==> src/rtl/snake_body_engine.sv <==
// snake_body_engine: snake body held in a circular position buffer, stepped by an FSM.
// Optional border wrapping is built when SNAKE_WRAP_EN is defined.
module snake_body_engine #(
  parameter int X_BITS   = 2,
  parameter int Y_BITS   = 2,
  parameter int MAX_LEN  = 16,
  parameter int INIT_POS = 0,
  localparam int P  = X_BITS + Y_BITS,
  localparam int LW = $clog2(MAX_LEN + 1),
  localparam int IW = $clog2(MAX_LEN)
) (
  input  logic          clock,
  input  logic          reset,
  input  logic          start,
  input  logic          step,
  input  logic [1:0]    direction,
  input  logic [P-1:0]  apple,
  input  logic          wrap_mode,
  output logic          busy,
  output logic          done,
  output logic          ate,
  output logic          collided,
  output logic          win,
  output logic [LW-1:0] length,
  output logic [P-1:0]  head,
  input  logic [IW-1:0] rd_idx,
  output logic [P-1:0]  rd_pos,
  output logic          rd_valid
);

  localparam int IW1 = IW + 1;
  localparam int MLM1 = MAX_LEN - 1;
  localparam logic [IW:0]   ML   = IW1'(MAX_LEN);
  localparam logic [IW-1:0] LAST = IW'(MLM1);
  localparam logic [LW-1:0] LMAX = LW'(MAX_LEN);
  localparam logic [P-1:0]  INIT = P'(INIT_POS);

  typedef enum logic [2:0] {IDLE, CHECK, SCAN, COMMIT, DONE} state_t;

  state_t        state;
  logic [P-1:0]  body [MAX_LEN];
  logic [IW-1:0] hp, hp_nx, sidx;
  logic [LW-1:0] scan_n;
  logic [1:0]    dir_r;
  logic [P-1:0]  apple_r, nh, nh_r;
  logic          eat, eat_r, ovf, wall;
  logic [X_BITS-1:0] x, nx;
  logic [Y_BITS-1:0] y, ny;

  // Physical slot of segment i: (h - i) mod MAX_LEN, valid for any MAX_LEN.
  function automatic logic [IW-1:0] slot(input logic [IW-1:0] h,
                                         input logic [IW-1:0] i);
    logic [IW:0] t;
    t = {1'b0, h} + ML - {1'b0, i};
    if (t >= ML) t = t - ML;
    return t[IW-1:0];
  endfunction

  assign head  = body[hp];
  assign x     = head[X_BITS-1:0];
  assign y     = head[P-1:X_BITS];
  assign hp_nx = (hp == LAST) ? '0 : hp + IW'(1);

  always_comb begin
    nx  = x;
    ny  = y;
    ovf = 1'b0;
    unique case (dir_r)
      2'b00: begin nx = x + X_BITS'(1); ovf = &x;  end
      2'b01: begin nx = x - X_BITS'(1); ovf = ~|x; end
      2'b10: begin ny = y + Y_BITS'(1); ovf = &y;  end
      2'b11: begin ny = y - Y_BITS'(1); ovf = ~|y; end
    endcase
  end

  assign nh  = {ny, nx};
  assign eat = (nh == apple_r);

`ifdef SNAKE_WRAP_EN
  logic wrap_r;
  always_ff @(posedge clock or posedge reset) begin
    if (reset) wrap_r <= 1'b0;
    else if (state == IDLE && step) wrap_r <= wrap_mode;
  end
  assign wall = ovf & ~wrap_r;
`else
  logic unused_wrap;
  assign unused_wrap = wrap_mode;
  assign wall = ovf;
`endif

  always_ff @(posedge clock or posedge reset) begin
    if (reset) begin
      state    <= IDLE;
      hp       <= '0;
      length   <= LW'(1);
      busy     <= 1'b0;
      done     <= 1'b0;
      ate      <= 1'b0;
      collided <= 1'b0;
      sidx     <= '0;
      scan_n   <= '0;
      dir_r    <= '0;
      apple_r  <= '0;
      nh_r     <= '0;
      eat_r    <= 1'b0;
    end else if (start) begin
      state    <= IDLE;
      hp       <= '0;
      length   <= LW'(1);
      busy     <= 1'b0;
      done     <= 1'b0;
      ate      <= 1'b0;
      collided <= 1'b0;
    end else begin
      unique case (state)
        IDLE: if (step) begin
          busy <= 1'b1;
          if (collided) begin
            state <= DONE;
            done  <= 1'b1;
            ate   <= 1'b0;
          end else begin
            dir_r   <= direction;
            apple_r <= apple;
            state   <= CHECK;
          end
        end
        CHECK: begin
          nh_r   <= nh;
          eat_r  <= eat;
          sidx   <= '0;
          // the tail only stays put when the snake grows
          scan_n <= eat ? length : length - LW'(1);
          if (wall) begin
            collided <= 1'b1;
            done     <= 1'b1;
            ate      <= 1'b0;
            state    <= DONE;
          end else if (!eat && length == LW'(1)) begin
            state <= COMMIT;
          end else begin
            state <= SCAN;
          end
        end
        SCAN: begin
          if (body[slot(hp, sidx)] == nh_r) begin
            collided <= 1'b1;
            done     <= 1'b1;
            ate      <= 1'b0;
            state    <= DONE;
          end else if (LW'(sidx) == scan_n - LW'(1)) begin
            state <= COMMIT;
          end else begin
            sidx <= sidx + IW'(1);
          end
        end
        COMMIT: begin
          hp <= hp_nx;
          if (eat_r && length != LMAX) length <= length + LW'(1);
          done  <= 1'b1;
          ate   <= eat_r;
          state <= DONE;
        end
        DONE: begin
          done  <= 1'b0;
          ate   <= 1'b0;
          busy  <= 1'b0;
          state <= IDLE;
        end
        default: state <= IDLE;
      endcase
    end
  end

  always_ff @(posedge clock or posedge reset) begin
    if (reset) begin
      for (int i = 0; i < MAX_LEN; i++) body[i] <= '0;
      body[0] <= INIT;
    end else if (start) begin
      body[0] <= INIT;
    end else if (state == COMMIT) begin
      body[hp_nx] <= nh_r;
    end
  end

  assign win      = (length == LMAX);
  assign rd_valid = (LW'(rd_idx) < length);
  assign rd_pos   = rd_valid ? body[slot(hp, rd_idx)] : '0;

endmodule

==> config.mk <==
export PLATFORM = sky130hd
export DESIGN_NAME = snake_body_engine
export DESIGN_NICKNAME = d
export VERILOG_FILES = /design/src/rtl/snake_body_engine.sv
export SDC_FILE = /design/constraint.sdc
export NUM_CORES = 1
export LEC_CHECK = 0
export ABC_AREA = 1
export BUFFER_PORTS_ARGS = -buffer_cell sky130_fd_sc_hd__buf_4
export CAP_MARGIN = 10
export CORE_MARGIN = 5
export CORE_UTILIZATION = 25
export DETAILED_ROUTE_END_ITERATION = 8
export GPL_TIMING_DRIVEN = 0
export HOLD_SLACK_MARGIN = 0.05
export PLACE_DENSITY_LB_ADDON = 0.12
export SYNTH_ARGS = -nofsm -noshare
export SYNTH_HDL_FRONTEND = slang
export SYNTH_SLANG_ARGS = --single-unit
==> constraint.sdc <==
create_clock -name clock -period 2.9 [get_ports clock]
set_clock_uncertainty 0.15 [all_clocks]
set_input_delay 0.145 -clock clock [delete_from_list [all_inputs] [get_ports clock]]
set_output_delay 0.145 -clock clock [all_outputs]
set_load 0.01 [all_outputs]
# Word-level counts from Yosys, hierarchy flattened
# Cells that the tools add are included.
# Widths: inputs -> output; s select.
# classes
bitwise_logic	6
eq_ne	21
n_reduce_logical	27
n_mux	57
n_addsub	14
order_cmp	8
# op_table
op	n
$mux 4	18
$bwmux 64	1
$mux 64	1
$bmux 4 s4	3
$ge 5x5->1 const B	6
$mux 5	4
$not 4->5	4
$mux 3	6
$demux 4 s4	1
$mux 1	14
$reduce_and 2->1	7
$ne 3x3->1 const B	4
$pmux 3 s4	1
$pmux 1 s5	2
$sub 5x1->5 const B	2
$sub 5x4->5	2
$add 4x1->4 const B	2
$eq 4x4->1	2
$pmux 2 s2	2
$pmux 4 s2	1
$reduce_and 4->1	2
$sub 4x1->4 const B	2
$eq 3x2->1 const B	2
$reduce_bool 2->1	3
other kinds (29)	41
# totals
register_bits	100
word_cells	162
out_inout_bits	19
input_bits	15

# Logic depth before layout (Yosys ltp)
# logic_depth
word_depth	14
ltp_mapped	25
mapped_depth_nobuf	22

# Least setup slack after synthesis
# No wires, ideal clock.
# synth_path
path_kind	register -> register
start	register hp[0]
end	register done
setup_slack_ns	-0.169
n_path_buf	3
arrival_time_ns	2.801
path_stages_with_launch	25
required_ns	2.632
setup_ns	0.118
synth_period_minus_slack_ns	3.069
cell_sequence	dfrtp_1 inv_2 buf_2 ha_1 inv_1 fa_1 buf_4 inv_1 buf_6 a21oi_1 o21ai_0 nand2_1 nand2_1 nand2_1 nand2_1 nand3_1 nand2_1 nor2_1 nand2_1 nand2_1 nand2_1 nand2_2 nand2_1 nand2_1 nand2_1
# synth_between
elab_chain_len	13
elab_cells_between_ends	26
classes_between	add/sub: 3; order compare: 1; eq/ne: 3; mux: 10; bitwise: 2; reduce/logical: 7
# synth_rtl
item	line_no	rtl
from (decl)	42	logic [IW-1:0] hp, hp_nx, sidx;
from (signal assigned)	159	hp <= hp_nx;
$add 4x5->5	54	t = {1'b0, h} + ML - {1'b0, i};
$sub 5x4->5	54	
$sub 4x1->4 or $ge 5x5->1 (tied branches)	55	if (t >= ML) t = t - ML;
$mux 4	55	
$mux 4	116	unique case (state)
$mux 4	107	end else if (start) begin
$not 4->5 (not written as such)	147	if (body[slot(hp, sidx)] == nh_r) begin
$bmux 4 s4	147	
$mux 4 (not written as such) (2 in a row)	147	
$eq 4x4->1	147	
$ne 3x3->1 (no line)	--	
$reduce_and 5->1 (no line) *	--	
to (signal assigned)	149	done <= 1'b1;
to (signal assigned)	161	done <= 1'b1;
to (signal assigned)	166	done <= 1'b0;
to (decl)	20	output logic done,
# Every way passes the cells marked *; elsewhere a longest branch is shown, timed or not. The select of a mux whose other input is x is not followed.
# A chain may end at the register's enable or synchronous reset.

# Worst setup path in the final report
# layout_path
start	register hp[0]
end	register ate
# layout_between
elab_chain_len	13
elab_cells_between_ends	26
classes_between	add/sub: 3; order compare: 1; eq/ne: 3; mux: 10; bitwise: 2; reduce/logical: 7
# layout_rtl
item	line_no	rtl
$add 4x5->5	54	
$sub 5x4->5	54	
$sub 4x1->4 or $ge 5x5->1 (tied branches)	55	
$mux 4	55	
$mux 4	116	
$mux 4	107	
$not 4->5 (not written as such)	147	
$bmux 4 s4	147	
$mux 4 (not written as such) (2 in a row)	147	
$eq 4x4->1	147	
$ne 3x3->1 (no line)	--	
$reduce_and 5->1 (no line) *	--	
to (signal assigned)	162	ate <= eat_r;
to (decl)	21	output logic ate,
# Marked as above.

==> summary.txt <==
Layout fillers - 2,968
Reg clk slew, reported paths - 0.08 ns
Total Neg Setup Slack - -3.03 ns
die width - 176 um
IO Pins - 34
Final min period - 3.19 ns
number of global-route vias before repair - 6,719
antenna violations before repair - 0
GRT overflow - 0
CTS H-tree depth - 3
latest clock arrival within the worst-skew pair - 0.36 ns
clock sink count - 100
synthesized net count - 1,038
Leakage - 3.78 nW
Setup WS pre-CTS - -1.23 ns
via total after detailed routing - 6,866
worst-case vdd ir drop - 0.000278 V
crit end category - flip-flop
slowest stage delay, CP - 0.49 ns
CP startpoint kind - flip-flop
routed vias/inst - 4.83
Final Hold Viols - 0
Total Nets Final - 1,113
status - finished, violations left
core box area - 27,000 um2
First-pass DRT Iterations - 5
register bit total from synthesis - 100
critical path's slowest cell - fa_1
Slew Viols, Final - 0
Seq/Total Area, Yosys - 0.364
placed cell areas - 7630 um2
synthesis warning total - 0
Peak Freq - 313 MHz
CTS tree - yes
CP arrival - 3.30 ns
DRC violations left - 0
Worst slew margin - 0.433
CP Data Required Time - 3.01 ns
CTS root buf - clkbuf_16
post-DP HPWL - 19.7 mm
port bufs - 31
Max FO, Critical Path - 6
Die H - 176 um
Design Area, Final - 8520 um2
Synth Flop Type - dfrtp_1
1st-iter DRT viols - 513
placer congestion estimate - 0.899
RSZ-0062 raised after global routing - yes
Setup CP Type - flip-flop to flip-flop
layout cells sized above 1 - 0.176
Initial Utilization - 0.254
Least-Margin Pin Slew - 0.848 ns
final hold slack - 0.0854 ns
buffer depth of the longest clock path - 2
final setup vio count - 14
P&R area growth vs syn - 23.8%
first-pass GRT wire length - 41.8 mm
total length of routed wires - 27.0 mm
most frequent CP cell - nand2_2
Async SR Flop Fraction - 1.00
Synth cell types - 45
number of flops mapped to enable cells by yosys - 0
largest net degree at the start of global routing - 38
Final ANT Viol Nets - 0
post-synthesis instance area - 6880 um2
Num CTS Buffers - 9
worst min path class - input pin to flip-flop
average cell area after synthesis - 6.87 um2
# rows - 60
P per Cell Area - 622 nW/um2
WL/cell - 19.0 um
Mapped Cells - 1,001
max cap viols - 0
Antenna Diode Count - 0
gr usage total - 0.177
failing checks - negative setup slack
CP Cell Sequence - inv_4 -> buf_12 -> ha_4 -> inv_2 -> fa_1 -> buf_6 -> inv_8 -> buf_6 -> a21oi_2 -> o21ai_1 -> nand2_1 -> nand2_1 -> nand2_2 -> nand2_4 -> nand3_2 -> nand2_2 -> nor2_4 -> nand2_2 -> nand2_4 -> nand2_2 -> nand2_4 -> nand2_2 -> nand2_1 -> nand2_1
die area - 30,900 um2
Final WS setup - -0.294 ns
Tcrit/Tclk final - 1.10
[metal layers]
layer	wire length, um	track usage	part of all wire
met1	13400	0.254	0.49
met2	12500	0.288	0.46
met3	739	0.0200	0.027
met4	423	0.0396	0.016
met5	0	0	0
[cells by family after synthesis]
family,after synthesis,share of synthesized area
xor+xnor,18,0.0271
mux,4,0.00655
buf+inv,140,0.0870
flops,100,0.364
simple gates,479,0.291
fa+ha+maj,22,0.0422
compound gates,238,0.182
[cell type report]
type,instances,area (um2),area share
plain buffers,36,293,0.0344
clock buffers,10,229,0.0269
clock inverters,6,40.0,0.00470
inverters,102,407,0.0478
multi-input cells,761,4020,0.471
flip-flops and latches,100,2510,0.294
well taps,341,427,0.0501
repair buffers,66,598,0.0702
[power breakdown]
| group | switching [mW] | leakage (nW) | internal, mW | total (mW) |
|---|---|---|---|---|
| combinational | 1.61 | 2.30 | 0.850 | 2.46 |
| sequential | 0.128 | 1.36 | 1.54 | 1.67 |
| clock | 0.587 | 0.133 | 0.584 | 1.17 |
| total | 2.33 | 3.78 | 2.97 | 5.30 |
[state kept, by name, summed over array words and instances, names as in the netlist]
register and count:
body 64, length 5, scan_n 5, apple_r 4, hp 4, nh_r 4
sidx 4, state 3, dir_r 2, ate 1, busy 1, collided 1
done 1, eat_r 1
[per-stage QoR]
stage          instances  total power, mW   util
2_1_floorplan       1001             3.05      -
3_3_place_gp        1373             3.79  0.281
3_5_place_dp        1375             3.79  0.282
4_1_cts             1418             5.26  0.311
5_1_grt             1422             5.65  0.315
6_report            1422             5.30  0.315
[worst max-delay path: cells and delay by family (launching register included)]
family	cells	cell delay, ns
fa+ha+maj	2	0.61
compound gates	2	0.15
buf+inv	6	0.56
simple gates	14	1.18
flops	1	0.43
[Yosys cell counts (9+ instances only)]
cell type  count  area, um2
nand4_1       10       62.6
nand3_1       61        305
nand2_2        9       56.3
nand2_1      314       1180
nor2_1        65        244
xnor2_1        9       78.8
inv_1         98        368
o21ai_0      135        676
ha_1          20        250
buf_2         10       50.1
dfrtp_1       99       2480
clkbuf_1      18       67.6
a21oi_1       76        380
[worst paths after layout]
check	from	endpoint	slack, ns	cells after the start
setup / recovery	hp[0]	ate	-0.29	24
hold / removal	start	length[1]	0.09	2
setup reg to reg	hp[0]	ate	-0.29	24
hold reg to reg	done	done	0.33	2
max in group asynchronous	reset	body[14]	1.59	4
min in group asynchronous	reset	body[56]	0.34	3
[cell usage in the layout, fill, tap and decap left out, types with 4 or more instances in the layout]
master,Yosys,routed
nand2_4,2,5
clkbuf_1,18,11
nand4_1,10,10
nor3_1,7,6
nand2_2,9,27
ha_1,20,18
o22ai_1,6,6
clkbuf_2,0,4
buf_12,0,5
nand2_1,314,293
clkbuf_16,0,10
o21ai_2,0,5
a21oi_1,76,65
xnor2_1,9,7
buf_6,5,11
dlygate4sd3_1,0,8
buf_4,3,48
a21oi_2,0,11
dfrtp_1,99,96
nor2_1,65,59
nand3_2,2,5
nand3_1,61,58
nor2_2,3,7
xor2_1,6,6
a22oi_1,6,5
o21ai_1,2,30
inv_1,98,92
o21ai_0,135,102
o211ai_1,5,5
buf_2,10,8
nor2_4,2,4
clkinv_2,0,4
[timing repair]
| action | in CTS | in global routing |
|---|---|---|
| resized for setup | 89 | 35 |
| endpoints found under the setup margin | 75 | 42 |
| endpoints found under the hold margin | 39 | 0 |
| setup buffers | 18 | 5 |
| pin swaps | 17 | 15 |
| hold buffers | 8 | 0 |
| cloned | 2 | 0 |
Power figures use the tool's default switching activity.
